$ cat src/rtl/uart_tx_fifo_reader.sv
// ----------------------------------------------------------------------------
// uart_tx_fifo_reader
//
// Read-side consumer of the uart_fifo asynchronous FIFO. Runs on the FIFO's
// rd_clk. Pops one byte at a time and shifts it out as a UART frame:
// start bit, 8 data bits LSB first, optional parity bit, then 1 or 2 stop bits.
//
// Parameters
//   CLK_FREQ   clk frequency in Hz
//   BAUD_RATE  line rate; CLKS_PER_BIT = CLK_FREQ / BAUD_RATE, must be >= 2
//   PARITY     0 none, 1 odd, 2 even
//   STOP_BITS  1 or 2
//
// Ports
//   clk            clock (same as FIFO rd_clk)
//   rst_n          asynchronous active-low reset
//   tx_en          permits popping new bytes; an in-flight frame always ends
//   fifo_rd_data   FIFO read data, valid the cycle after fifo_rd_en
//   fifo_rd_empty  FIFO empty flag
//   fifo_rd_en     registered one-cycle pop strobe
//   tx             serial line, idle high
//   busy           high in every state except IDLE
//   tx_done        one-cycle pulse during the final stop-bit cycle
//
// FIFO handshake: !fifo_rd_empty acts as "valid" and fifo_rd_en as a
// one-cycle "take" strobe. The strobe is only raised from IDLE while valid is
// high, is held for exactly one cycle (POP), and the byte is captured one
// cycle later (LOAD), matching a FIFO without an output register.
// ----------------------------------------------------------------------------
module uart_tx_fifo_reader #(
  parameter int CLK_FREQ  = 50_000_000,
  parameter int BAUD_RATE = 115200,
  parameter int PARITY    = 0,
  parameter int STOP_BITS = 1
) (
  input  logic       clk,
  input  logic       rst_n,
  input  logic       tx_en,
  input  logic [7:0] fifo_rd_data,
  input  logic       fifo_rd_empty,
  output logic       fifo_rd_en,
  output logic       tx,
  output logic       busy,
  output logic       tx_done
);

  localparam int CLKS_PER_BIT = CLK_FREQ / BAUD_RATE;
  // Guarded so a degenerate divide still elaborates to a 1-bit counter.
  localparam int BW = (CLKS_PER_BIT > 1) ? $clog2(CLKS_PER_BIT) : 1;
  localparam logic [BW-1:0] BAUD_LAST = BW'(CLKS_PER_BIT - 1);
  localparam logic [2:0]    STOP_LAST = 3'(STOP_BITS - 1);
  localparam bit            HAS_PARITY = (PARITY != 0);
  localparam bit            ODD_PARITY = (PARITY == 1);

  typedef enum logic [2:0] {
    S_IDLE   = 3'd0,
    S_POP    = 3'd1,
    S_LOAD   = 3'd2,
    S_START  = 3'd3,
    S_DATA   = 3'd4,
    S_PARITY = 3'd5,
    S_STOP   = 3'd6
  } state_t;

  state_t        state, state_d;
  logic [BW-1:0] baud_cnt, baud_d;
  logic [2:0]    bit_cnt, bit_d;
  logic [7:0]    shift_reg, shift_d;
  logic          parity_bit, parity_d;
  logic          tx_d, busy_d, tx_done_d, fifo_rd_en_d;
  logic          baud_tc;

  assign baud_tc = (baud_cnt == BAUD_LAST);

  // --------------------------------------------------------------------------
  // State register (FSM state, datapath and all registered outputs)
  // --------------------------------------------------------------------------
  always_ff @(posedge clk or negedge rst_n) begin
    if (!rst_n) begin
      state      <= S_IDLE;
      baud_cnt   <= '0;
      bit_cnt    <= '0;
      shift_reg  <= '0;
      parity_bit <= 1'b0;
      tx         <= 1'b1;
      busy       <= 1'b0;
      tx_done    <= 1'b0;
      fifo_rd_en <= 1'b0;
    end else begin
      state      <= state_d;
      baud_cnt   <= baud_d;
      bit_cnt    <= bit_d;
      shift_reg  <= shift_d;
      parity_bit <= parity_d;
      tx         <= tx_d;
      busy       <= busy_d;
      tx_done    <= tx_done_d;
      fifo_rd_en <= fifo_rd_en_d;
    end
  end

  // --------------------------------------------------------------------------
  // Next-state logic
  // bit_cnt indexes data bits in DATA and is reused to count stop bits in
  // STOP; it wraps 7->0 on leaving DATA, so it is already zero for STOP.
  // --------------------------------------------------------------------------
  always_comb begin
    state_d  = state;
    baud_d   = baud_cnt;
    bit_d    = bit_cnt;
    shift_d  = shift_reg;
    parity_d = parity_bit;

    case (state)
      S_IDLE: begin
        baud_d = '0;
        bit_d  = '0;
        if (tx_en && !fifo_rd_empty) begin
          state_d = S_POP;
        end
      end

      S_POP: begin
        state_d = S_LOAD;
      end

      S_LOAD: begin
        shift_d  = fifo_rd_data;
        parity_d = ODD_PARITY ? ~(^fifo_rd_data) : (^fifo_rd_data);
        baud_d   = '0;
        bit_d    = '0;
        state_d  = S_START;
      end

      S_START: begin
        if (baud_tc) begin
          baud_d  = '0;
          state_d = S_DATA;
        end else begin
          baud_d = baud_cnt + 1'b1;
        end
      end

      S_DATA: begin
        if (baud_tc) begin
          baud_d  = '0;
          shift_d = {1'b0, shift_reg[7:1]};
          bit_d   = bit_cnt + 3'd1;
          if (bit_cnt == 3'd7) begin
            state_d = HAS_PARITY ? S_PARITY : S_STOP;
          end
        end else begin
          baud_d = baud_cnt + 1'b1;
        end
      end

      S_PARITY: begin
        if (baud_tc) begin
          baud_d  = '0;
          state_d = S_STOP;
        end else begin
          baud_d = baud_cnt + 1'b1;
        end
      end

      S_STOP: begin
        if (baud_tc) begin
          baud_d = '0;
          if (bit_cnt == STOP_LAST) begin
            bit_d   = '0;
            state_d = S_IDLE;
          end else begin
            bit_d = bit_cnt + 3'd1;
          end
        end else begin
          baud_d = baud_cnt + 1'b1;
        end
      end

      default: begin
        state_d = S_IDLE;
        baud_d  = '0;
        bit_d   = '0;
      end
    endcase
  end

  // --------------------------------------------------------------------------
  // Output logic
  // Outputs are registered, so they are derived from the *next* state and
  // datapath values; each registered output then lines up with its state.
  // --------------------------------------------------------------------------
  always_comb begin
    tx_d         = 1'b1;
    busy_d       = (state_d != S_IDLE);
    fifo_rd_en_d = (state_d == S_POP);
    tx_done_d    = (state_d == S_STOP) && (baud_d == BAUD_LAST) &&
                   (bit_d == STOP_LAST);

    case (state_d)
      S_START:  tx_d = 1'b0;
      S_DATA:   tx_d = shift_d[0];
      S_PARITY: tx_d = parity_d;
      default:  tx_d = 1'b1;
    endcase
  end

endmodule

$ cat config.mk
export PLATFORM = sky130hd
export DESIGN_NAME = uart_tx_fifo_reader
export DESIGN_NICKNAME = d
export VERILOG_FILES = /design/src/rtl/uart_tx_fifo_reader.sv
export SDC_FILE = /design/constraint.sdc
export NUM_CORES = 1
export LEC_CHECK = 0
export ABC_AREA = 1
export BUFFER_PORTS_ARGS = -buffer_cell sky130_fd_sc_hd__buf_2
export CORE_ASPECT_RATIO = 0.6
export CORE_MARGIN = 10
export CORE_UTILIZATION = 50
export CTS_CLUSTER_DIAMETER = 60
export CTS_CLUSTER_SIZE = 14
export DETAILED_ROUTE_END_ITERATION = 8
export PLACE_DENSITY_LB_ADDON = 0.15
export SKIP_LAST_GASP = 1
export SYNTH_ARGS = -nofsm -noshare
export SYNTH_HDL_FRONTEND = slang
export SYNTH_SLANG_ARGS = --single-unit
$ cat constraint.sdc
create_clock -name clk -period 2.5 [get_ports clk]
set_input_delay 0.625 -clock clk [delete_from_list [all_inputs] [get_ports clk]]
set_output_delay 0.625 -clock clk [all_outputs]
set_load 0.05 [all_outputs]
== After elaboration in Yosys (flattened, before gate mapping) ==
Cells that the tools add are included.

* Flip-flop bits (word level): 28
* Input bits: 12
* Output and inout port bits: 4

* Add/sub/neg operators: 2
* Equal/unequal tests: 15
* Mux-type cells: 18
* Reductions and logical operators: 13

{| class="wikitable"
|+ Operators by type and width
! operator !! count
|-
| two-way mux 3 bit || 10
|-
| equality test 3 bit (second input constant) || 7
|-
| case mux 3 bit (7 select lines) || 1
|-
| equality test 9 bit (second input constant) || 2
|-
| case mux 9 bit (2 select lines) || 1
|-
| case mux 8 bit (2 select lines) || 1
|-
| adder 9 x 1 -> 9 bit (second input constant) || 1
|-
| equality test 3 x 2 -> 1 bit (second input constant) || 3
|-
| zero test 3 bit || 3
|-
| two-way mux 9 bit || 1
|-
| case mux 3 bit (3 select lines) || 1
|-
| two-way mux 8 bit || 1
|-
| XOR reduction 8 bit || 1
|-
| equality test 3 x 1 -> 1 bit (second input constant) || 2
|-
| OR reduction 4 bit || 1
|-
| adder 3 x 1 -> 3 bit (second input constant) || 1
|-
| logical AND 1 bit || 3
|-
| case mux 1 bit (3 select lines) || 1
|-
| nonzero test 3 bit || 1
|-
| OR reduction 3 bit || 1
|-
| inequality test 2 bit (second input constant) || 1
|-
| AND reduction 2 bit || 1
|-
| nonzero test 2 bit || 1
|-
| zero test 1 bit || 1
|-
| two-way mux 1 bit || 1
|}

== Logic depth before layout (Yosys ltp) ==
* Depth after elaboration: 7
* Depth in mapped cells: 13

== Worst setup path after synthesis ==
OpenSTA, ideal clock, no wires.

* Kind: register to register
* Start: register baud_cnt[0]
* End: register shift_reg[7]
* Setup time: 0.066 ns
* Arrival: 1.438 ns
* Data required time: 2.434 ns
* Path slack: 0.996 ns
* Cell stages (with the launch flop): 8
* Path buffers: 0
* Period minus slack after synthesis: 1.504 ns
* Cells stage by stage: dfrtp_1 > ha_1 > nand2_4 > nor2_8 > nand3_1 > clkinv_2 > nor2_1 > a22o_1

* Cells in the longest elaborated chain, start to end: 3

{| class="wikitable"
|+ Ends and longest elaborated chain
! element !! line !! source
|-
| start, declared || 66 || <nowiki>logic [BW-1:0] baud_cnt, baud_d;</nowiki>
|-
| start signal, assigned || 91 || <nowiki>baud_cnt <= baud_d;</nowiki>
|-
| equality test 9 bit || 73 || <nowiki>assign baud_tc = (baud_cnt == BAUD_LAST);</nowiki>
|-
| inequality test 2 bit (no source line) || -- ||
|-
| AND reduction 2 bit (no source line) || -- ||
|-
| end signal, assigned || 93 || <nowiki>shift_reg <= shift_d;</nowiki>
|-
| end, declared || 68 || <nowiki>logic [7:0] shift_reg, shift_d;</nowiki>
|}

Every way passes these cells.
A chain may end at the register's enable or synchronous reset.

== Final worst setup path ==
* Start: register baud_cnt[0]
* End: register tx_done

* Cells in the longest elaborated chain, start to end: 6

{| class="wikitable"
|+ Ends and longest elaborated chain
! element !! line !! source
|-
| adder 9 x 1 -> 9 bit or equality test 9 bit (tied branches) || -- ||
|-
| two-way mux 9 bit * || -- ||
|-
| case mux 9 bit (2 select lines) * || 114 || <nowiki>case (state)</nowiki>
|-
| named net baud_d[6] || 66 ||
|-
| equality test 9 bit * || 197 || <nowiki>tx_done_d = (state_d == S_STOP) && (baud_d == BAUD_LAST) &&</nowiki>
|-
| logical AND 1 bit * (2 in series) || 197 ||
|-
| named net tx_done_d || 70 || <nowiki>logic tx_d, busy_d, tx_done_d, fifo_rd_en_d;</nowiki>
|-
| end signal, assigned || 97 || <nowiki>tx_done <= tx_done_d;</nowiki>
|-
| end, declared || 44 || <nowiki>output logic tx_done</nowiki>
|}

Mark *: on every way through the listed nets, which the timed path passes. The rest lies on a longest branch.

==> metrics.md <==
| Metric | Value |
|---|---|
| Status | finished, final reports clean |
| CTS Buf Count | 3 |
| Worst r2r src | baud_cnt[0]$_DFF_PN0_ |
| Fraction of layout cells with a size suffix above 1 | 20.30% |
| Syn nets | 269 |
| Seq cells post-synth | 28 |
| Pleak | 0.001124 uW |
| Multi-input logic area | 0.001028 sq mm |
| Global placement routability congestion | 0.9265 |
| Period minus WS final | 1.786 ns |
| Cell Pwr Density | 381.4 mW/mm^2 |
| Total of max-cap violations | 0 |
| Postcts setup bufs | 0 |
| Gate Count Post-Synth | 252 |
| Die Span Y | 67.98 microns |
| DR vias | 1599 |
| Clk_skew | 0.002910 ns |
| Initial Util | 52.13% |
| Final hold vios | 0 |
| Worst Path Required | 2.71 ns |
| RR Endpoint | tx_done$_DFF_PN0_ |
| Worst VDD drop | 0.0003254 V |
| Fin util | 55.93% |
| Worst Setup Slack, final | 0.7136 ns |
| Vias in the first global route | 1502 |
| # hold bufs at CTS | 0 |
| Nets | 284 |
| Post-cts sizing count | 0 |
| Reg-to-reg slack, setup | 0.71 ns |
| Slew margin rel. | 57.15% |
| HPWL after DPL | 3512 microns |
| Register area share after synthesis | 36.59% |
| Count leader, synth | nand2_1 |
| ANT nets after route | 0 |
| Post-Route WL | 4347 microns |
| Power Total | 785.0 uW |
| Crit path max fanout | 5 |
| Sequential Area | 701.9 sq um |
| Final Hold Slack | 0.3646 ns |
| Clk sinks | 28 |
| Total GRT Usage | 13.58% |
| Initial antenna violation count | 0 |
| Die Footprint | 0.006795 sq mm |
| Root Driver | clkbuf_8 |
| WP data arrival | 2.00 ns |
| TritonCTS clock tree | built |
| Worst-skew pair later-pin latency | 0.27 ns |
| P&R area growth vs syn | 7.306% |
| Top-area cell type share of the netlist area | 35.23% |
| Setup TNS | 0 ns |
| Cell taking the most area after synthesis | dfrtp_1 |
| Ports | 16 |
| H-tree levels | 1 |
| Crit share post-route | 71.46% |
| GR Overflow Total | 0 |
| Core area | 0.003680 sq mm |
| Drt drc | 0 |
| Critical path capture point type | register |
| Layout fillers | 342 |
| Max FFs per register | 9 |
| Synth unique cells | 35 |
| Vias per inst | 5.109 |
| Post-synth EDFFs | 0 |
| Ys flop type | dfrtp_1 |
| First-pass GRT wire length | 7521 microns |
| Row cnt | 17 |
| Final slew viol count | 0 |
| Largest net degree at the start of global routing | 29 |
| Post-place setup slack | 0.7192 ns |
| Setup violations, final | 0 |
| CTS Buffer Depth | 2 |
| Fmax | 559.8 MHz |
| R2R cell count | 9 |
| Post-Syn Area | 0.001918 sq mm |
| Syn_area_per_cell | 7.611 sq um |
| DR iter-0 viols | 139 |
| Synth top area cells | dfrtp_1, nand2_1, nand3_1, inv_1, nor2_1 |
| Die width | 99.96 microns |
| # diodes | 0 |
| Kind of critical path | reg2reg |
| Synth Warn # | 0 |
| Startpoint class of the critical path | register |
| RSZ-0062 raised after global routing | false |
| Post-synthesis async set-or-reset flop share | 100.0% |
| Worst hold path class | in2async |
| Drt wl/cell | 13.89 microns |
| Clk slew on worst S/H paths | 0.09 ns |
| Worst Tran Pin Value | 0.6427 ns |
| Input/output buffers | 15 |
| TritonRoute pass-1 iters | 4 |
| Synth cell count leaders | nand2_1, dfrtp_1, inv_1 |
per-stage QoR:
step,std cells,area (sq um)
after detailed placement,309,2013
final,313,2058
after CTS,313,2058
after floorplan,252,1918
after global placement,309,2013
after global routing,313,2058
critical path: stages, from the launching register on:
cell	delay, ns
dfrtp_1	0.42
ha_1	0.23
nand3_1	0.17
nor2_1	0.22
nand2_1	0.07
nand3_1	0.07
o21ai_0	0.11
nor2_1	0.13
nand4_1	0.15
nor2_1	0.14
worst max-delay path by stage:
stage                          start                        to  slack (ns)
2_1_floorplan  baud_cnt[0]$_DFF_PN0_  shift_reg[7]$_DFFE_PN0P_         1.0
5_1_grt           state[0]$_DFF_PN0_  shift_reg[4]$_DFFE_PN0P_        0.47
6_report       baud_cnt[0]$_DFF_PN0_         tx_done$_DFF_PN0_        0.71
4_1_cts        baud_cnt[0]$_DFF_PN0_         tx_done$_DFF_PN0_        0.72
3_3_place_gp   baud_cnt[0]$_DFF_PN0_  shift_reg[1]$_DFFE_PN0P_        0.76
3_5_place_dp   baud_cnt[0]$_DFF_PN0_         tx_done$_DFF_PN0_        0.72
layout by cell type, fill, tap and decap left out, drive strengths merged:
master and instances:
xor2 4, nand3b 5, a22o 1, nand2 77, nand3 32, buf 15, o21ai 6, dfstp 1
nor2 27, nor4 1, clkbuf 4, ha 5, dfrtp 27, nor3 1, a31oi 1, a21oi 4
a22oi 6, clkinv 4, nand4 6, inv 35, xnor2 4
metal layers:
| layer | track usage [%] | vias to the layer above | part of all wire (%) |
|---|---|---|---|
| met1 | 21.92 | 718 | 56 |
| met4 | 1.601 | 0 | 0.092 |
| li1 | - | 832 | - |
| met2 | 16.88 | 47 | 36 |
| met3 | 4.020 | 2 | 6.9 |
| met5 | 0 | - | 0 |
power breakdown:
group | switching, uW | internal [uW]
clock network | 139 | 114
registers | 4.99 | 464
logic | 37.5 | 25.0
total | 182 | 603
cell families (layout without fill, tap and decap cells):
kind of cell             Yosys count  count (layout)  synth area share [%]
XOR/XNOR                           8               8                 3.653
flip-flops                        28              28                 36.60
AND/OR/NAND/NOR                  149             149                 40.77
adder cells (fa/ha/maj)            5               5                 3.262
buffers and inverters             44              58                 9.785
AO/OA/AOI/OAI                     18              18                 5.936
area by class of cell:
| class | count | share of cell area, % |
|---|---|---|
| inverters | 39 | 7.234 |
| clock buffers | 4 | 2.188 |
| multi-input cells | 180 | 49.97 |
| flip-flops and latches | 28 | 34.10 |
| repair buffers | 15 | 3.647 |
| well taps | 47 | 2.857 |
No activity file was read; power rests on OpenSTA's default activity.
